### src/rtl/adder_layer_ctrl.sv
// Tile-read sequencer and result accumulator for one adder-layer output word.
// Issues N tile reads, accumulates the datapath results 3 cycles later, then hands off o_acc.
module adder_layer_ctrl #(
  parameter int unsigned RW   = 16,
  parameter int unsigned ACCW = 24,
  parameter int unsigned AW   = 8,
  parameter int unsigned CW   = 8
) (
  input  logic            CLK,
  input  logic            RST,
  input  logic            i_start,
  input  logic [CW-1:0]   i_ntiles,
  input  logic [AW-1:0]   i_base,
  output logic            o_busy,
  output logic            o_rd_en,
  output logic [AW-1:0]   o_rd_addr,
  input  logic [RW-1:0]   i_dp_result,
  output logic [ACCW-1:0] o_acc,
  output logic            o_valid,
  input  logic            i_ready,
  output logic            o_ovf
);

  typedef enum logic [1:0] {StIdle, StIssue, StDrain, StOut} state_e;

  state_e          state_q, state_d;
  logic [CW-1:0]   ntiles_q;
  logic [CW-1:0]   cnt_q;
  logic [AW-1:0]   addr_q;
  logic [2:0]      vld_q;
  logic [ACCW-1:0] acc_q;
  logic            ovf_q;

  logic            start_ok;
  logic            rd_en;
  logic [ACCW-1:0] dp_ext;
  logic [ACCW-1:0] sum;
  logic            ovf_step;

  always_comb begin
    state_d  = state_q;
    start_ok = 1'b0;
    unique case (state_q)
      StIdle: begin
        if (i_start && (i_ntiles != '0)) begin
          state_d  = StIssue;
          start_ok = 1'b1;
        end
      end
      StIssue: begin
        if (cnt_q == ntiles_q - CW'(1)) state_d = StDrain;
      end
      StDrain: begin
        // Last result is at the tail with nothing still in flight behind it.
        if (vld_q == 3'b100) state_d = StOut;
      end
      StOut: begin
        if (i_ready) state_d = StIdle;
      end
      default: state_d = StIdle;
    endcase
  end

  assign rd_en    = (state_q == StIssue);
  assign dp_ext   = ACCW'($signed(i_dp_result));
  assign sum      = acc_q + dp_ext;
  assign ovf_step = (acc_q[ACCW-1] == dp_ext[ACCW-1]) && (sum[ACCW-1] != acc_q[ACCW-1]);

  always_ff @(posedge CLK or posedge RST) begin
    if (RST) begin
      state_q  <= StIdle;
      ntiles_q <= '0;
      cnt_q    <= '0;
      addr_q   <= '0;
      vld_q    <= '0;
      acc_q    <= '0;
      ovf_q    <= 1'b0;
    end else begin
      state_q <= state_d;
      if (start_ok) begin
        ntiles_q <= i_ntiles;
        addr_q   <= i_base;
        cnt_q    <= '0;
        vld_q    <= '0;
        acc_q    <= '0;
        ovf_q    <= 1'b0;
      end else begin
        vld_q <= {vld_q[1:0], rd_en};
        if (rd_en) begin
          addr_q <= addr_q + AW'(1);
          cnt_q  <= cnt_q + CW'(1);
        end
        if (vld_q[2]) begin
          acc_q <= sum;
          if (ovf_step) ovf_q <= 1'b1;
        end
      end
    end
  end

  assign o_busy    = (state_q != StIdle);
  assign o_rd_en   = rd_en;
  assign o_rd_addr = addr_q;
  assign o_acc     = acc_q;
  assign o_valid   = (state_q == StOut);
  assign o_ovf     = ovf_q;

endmodule

### config.mk
export PLATFORM = sky130hd
export DESIGN_NAME = adder_layer_ctrl
export DESIGN_NICKNAME = d
export VERILOG_FILES = /design/src/rtl/adder_layer_ctrl.sv
export SDC_FILE = /design/constraint.sdc
export NUM_CORES = 1
export LEC_CHECK = 0
export CAP_MARGIN = 30
export CORE_MARGIN = 3
export CORE_UTILIZATION = 50
export CTS_BUF_LIST = sky130_fd_sc_hd__clkbuf_16
export CTS_CLUSTER_SIZE = 12
export DETAILED_ROUTE_END_ITERATION = 7
export GPL_ROUTABILITY_DRIVEN = 0
export MAX_ROUTING_LAYER = met4
export PLACE_DENSITY = 0.8
export SYNTH_ARGS = -nofsm -noshare
export SYNTH_HDL_FRONTEND = slang
export SYNTH_SLANG_ARGS = --single-unit
### constraint.sdc
create_clock -name CLK -period 4.4 [get_ports CLK]
set_input_delay 0.88 -clock CLK [delete_from_list [all_inputs] [get_ports CLK]]
set_output_delay 0.88 -clock CLK [all_outputs]
set_load 0.01 [all_outputs]
# [Word-level counts from Yosys, hierarchy flattened]
# Index checks and enable logic that the tools add are counted.
[op_classes] add_sub_neg=4 eq_ne=11 mux=17 n_reduce_logical=10
[op_table] operator="24-bit 2-to-1 mux" n=2
[op_table] operator="8-bit 2-to-1 mux" n=4
[op_table] operator="24-bit adder" n=1
[op_table] operator="8-bit by 1-bit adder with 8-bit output, second input constant" n=2
[op_table] operator="8-bit == test" n=1
[op_table] operator="2-bit 2-to-1 mux" n=4
[op_table] operator="2-bit one-hot mux with 4 select lines" n=1
[op_table] operator="2-bit nonzero test" n=4
[op_table] operator="8-bit nonzero test" n=1
[op_table] operator="8-bit by 1-bit subtractor with 8-bit output, second input constant" n=1
[op_table] operator="1-bit 2-to-1 mux" n=5
[op_table] operator="2-bit == test, second input constant" n=2
[op_table] operator="2-bit by 1-bit != test with 1-bit output, second input constant" n=2
[op_table] operator="2-bit != test, second input constant" n=2
[op_table] operator="4-bit AND reduction" n=1
[op_table] operator="3-bit == test, second input constant" n=1
[op_table] operator="3-bit 2-to-1 mux" n=1
[op_table] operator="2-bit by 1-bit == test with 1-bit output, second input constant" n=1
[op_table] operator="1-bit logical AND" n=2
[op_table] operator="2-bit logical NOT" n=1
[op_table] operator="2-bit AND reduction" n=1
[op_table] operator="1-bit == test" n=1
[op_table] operator="1-bit != test" n=1
[word_totals] reg_bits=54 in_bits=36 out_inout_bits=36 wordCells=49

# [Logic depth before layout (Yosys ltp)]
[logic_depth] ltp_word=6 mapped_depth=10 ltp_nobuf=10

# [Worst setup path before layout]
# OpenSTA, ideal clock, no wires.
[synth_timing] kind="input -> register" from="in i_dp_result[0]" to="reg acc_q[16] (netlist: o_acc[16])" setup_ps=116 arrival_time_ps=2760 t_required_ps=4284 path_slack_ps=1525 path_stages=10 path_buffers=0 path_cell_list="ha_1 -> inv_1 -> fa_1 -> nand2b_1 -> a21oi_1 -> o21ai_0 -> a21oi_1 -> a21o_1 -> nand4_1 -> o311ai_0"
[synth_via] elab_chain_cells=3
[synth_rtl] element="from (decl)" line="17" source="input logic [RW-1:0] i_dp_result,"
[synth_rtl] element="24-bit adder" line="66" source="assign sum = acc_q + dp_ext;"
[synth_rtl] element="24-bit 2-to-1 mux" line="93" source="if (vld_q[2]) begin"
[synth_rtl] element="24-bit 2-to-1 mux" line="80" source="if (start_ok) begin"
[synth_rtl] element="to (signal assigned)" line="94" source="acc_q <= sum;"
[synth_rtl] element="to (decl)" line="31" source="logic [ACCW-1:0] acc_q;"
# Every way passes these cells. The select of a mux whose other input is x is not followed.
# A chain may end at the register's enable or synchronous reset.

# [Worst setup path after layout]
[layout_timing] from="in i_dp_result[15]" to="reg acc_q[23] (netlist: o_acc[23])"
# The elaborated chain is that of the path after synthesis.

==> impl_metrics.csv <==
group,metric,value,unit
synth,yosys_warnings,0,
clock_network,clk-insertion-delay-late,0.30,ns
outcome,status,"finished, final reports clean",
timing,worst_pin_slew,0.6995,ns
synth,synth_top_family_by_area,"simple AND/OR/NAND/NOR gates",
setup_path,arrival,3.58,ns
synth,yosysUniqueCellTypes,62,
setup_path,crit_path_cell_trace,"clkdlybuf4s50_1 > ha_1 > and3_4 > and3_1 > a221o_1 > a21o_1 > a41o_2 > mux2i_1 > mux2i_1",
synth,synth_area_leader_cell,"dfrtp_1",
timing,hold_viol_final,0,
timing,final.setup.tns,0,ns
die,fp.dieH,93.88,um
timing,setup_viol,0,
finish,num-fill-cells,607,
route,first_pass_iters,5,
setup_path,cpMostUsedCell,"mux2i_1",
setup_path,critical_path_class,"primary input to flop",
timing,max_freq,297.7,MHz
synth,synth_area_per_cell,8.795,um^2
synth,synth_nets,506,
pwr,peakVddDrop,0.3444,mV
route,via_count,3486,
route,vias_per_cell,5.772,
timing,period_share,0.7635,
synth,ys.flop_type,"dfrtp_1",
synth,synth-compound-area-share,0.1879,
finish,layout_commonest_cell,"clkdlybuf4s50_1",
setup_path,r2r_cells,8,
synth,synthCells,439,
grt,grt_max_degree,38,
setup_path,end_kind,"flop",
hold_path,hp-class,"flop to flop",
clock_network,ctsResizeCount,0,
synth,ys_async_sr_fraction,1.000,
synth,synth_simple_gate_area_frac,0.2009,
clock_network,clockBufferDepth,2,
timing,rsz0062_at_grt,"false",
clock_network,cts_root_buf,"clkbuf_16",
setup_path,crit_slowest_cell,"clkdlybuf4s50_1",
clock_network,cts_sinks,54,
finish,syn2layout_area_growth,24.53,%
finish,fin_nets,571,
die,start_util,0.5239,
finish,layout_common_cells,"71 x clkdlybuf4s50_1, 61 x nand2_1, 54 x dfrtp_1, 33 x nor2_1, 30 x ha_1",
placed_design,port_buffers,71,
synth,synthAdderAreaFrac,0.1024,
die,core_area,7370,um^2
clock_network,cts_tree,"yes",
route,drc_errors,0,
die,die-width,93.88,um
clock_network,h-tree-depth,2,
setup_path,cp_max_fo,12,
timing,slew_headroom,0.5330,
route,wire_per_inst,15.91,um
clock_network,holdBufCountCts,0,
setup_path,cp-start-kind,"primary input",
clock_network,numCtsBuffers,5,
finish,final_area,4808,um^2
grt,antenna_found_initial,0,
synth,synth_area,3861,um^2
timing,drv_slew,0,
finish,n_antenna_cell,0,
die,rows,31,
grt,grt_pass1_vias,3511,
grt,grt.overflow.total,0,
synth,synth_edf_count,0,
setup_path,required,4.62,ns
synth,synthMuxAreaShare,0.03921,
grt,grt_pass1_wl,16180,um
pwr,power.density,694.2,nW/um^2
timing,layout_min_cycle_time,3.359,ns
placed_design,place_area,4663,um^2
route,wl,9611,um
placed_design,hpwl,7204,um
finish,final_layout_size_suffix_gt1_frac,0.05743,
clock_network,clk_pin_slew,0.07,ns
synth,synth-xor-area-share,0.08587,
die,io_pins,72,
timing,skew,0.005636,ns
setup_path,critPathMaxStageDelay,0.65,ns
grt,grtUsageTotal,0.2332,
clock_network,cts_setup_buffers,0,
hold_path,min_path_cells,1,
job,drv_cap,0,
synth,seq_area_frac_synth,0.3500,
die,die-area,8813,um^2
setup_path,rrSetupSlack,1.71,ns
synth,ys_ff_latch,54,
route,drtIter0Drc,179,
synth,synth_top_area_frac,0.3500,
route,ant_nets,0,
synth,yosys-top-cells-area,"dfrtp_1 35%, ha_1 9.7%, nand2_1 5.9%",
pwr,p_leak,2.120,nW
## stage by stage
step	hold WS (ns)	cells	worst slack, ns	utilization	total power [mW]
3_3_place_gp	0.4698	596	0.8197	0.6328	2.849
2_1_floorplan	0.4536	439	1.525	-	2.259
3_5_place_dp	0.4734	596	0.7530	0.6328	2.926
4_1_cts	0.4974	604	1.048	0.6525	3.337
5_1_grt	0.5099	604	0.7872	0.6525	3.620
6_report	0.4920	604	1.041	0.6525	3.338
## metal layers
layer	track usage	share of wire	routed length [um]	vias up
li1	-	-	-	1695
met1	0.2909	0.44	4194	1658
met2	0.3962	0.50	4789	117
met3	0.04407	0.053	513	16
met5	-	0	0	-
met4	0.04934	0.012	112	0
## state kept, by name, indices dropped and copies added (netlist names)
signal and flops:
o_acc 24, cnt_q 8, o_rd_addr 8, ntiles_q 8, state_q 2, vld_q 3
o_ovf 1
## Yosys cell counts, drive strengths merged (14+ instances only)
| master | number |
|---|---|
| nand2 | 61 |
| nand3 | 16 |
| xor2 | 20 |
| inv | 16 |
| nor2 | 34 |
| clkbuf | 16 |
| dfrtp | 54 |
| xnor2 | 17 |
| a21oi | 25 |
| o21ai | 30 |
| ha | 30 |
| mux2i | 14 |
## power by group
group          internal (mW)  total [mW]  switching (mW)
Clock                  0.212       0.405           0.193
Combinational          0.938        2.01            1.07
Sequential             0.709       0.927           0.218
## cells by family after synthesis
group | after synthesis
buffers and inverters | 34
AND/OR/NAND/NOR | 162
adder cells (fa/ha/maj) | 31
flip-flops | 54
multiplexers | 15
AO/OA/AOI/OAI | 106
XOR/XNOR | 37
## path summary, 6_finish.rpt
kind	startpoint	to
worst max-delay path	i_dp_result[15]	o_acc[23]$_DFFE_PP0P_
worst min register to register	vld_q[0]$_DFF_PP0_	vld_q[1]$_DFF_PP0_
min in group asynchronous	RST	o_rd_addr[7]$_DFFE_PP0P_
worst max register to register	o_acc[2]$_DFFE_PP0P_	o_acc[21]$_DFFE_PP0P_
worst min-delay path	vld_q[0]$_DFF_PP0_	vld_q[1]$_DFF_PP0_
max in group asynchronous	RST	o_acc[8]$_DFFE_PP0P_
## final cells by class
class                           instances  area (um^2)  area share
Inverter                               16        60.06     0.01249
Tap cell                               99        123.9     0.02576
Sequential cell                        54         1351      0.2810
Timing Repair Buffer                   76        748.2      0.1556
Clock buffer                            5        125.1     0.02602
Clock inverter                          3        20.02    0.004163
Multi-Input combinational cell        351         2380      0.4949
## worst max-delay path, delay by kind of cell
kind | cells | cell delay (ns)
AO/OA/AOI/OAI | 3 | 0.73
multiplexers | 2 | 0.38
buffers and inverters | 1 | 0.65
AND/OR/NAND/NOR | 2 | 0.43
adder cells (fa/ha/maj) | 1 | 0.52
Power figures use the tool's default switching activity.
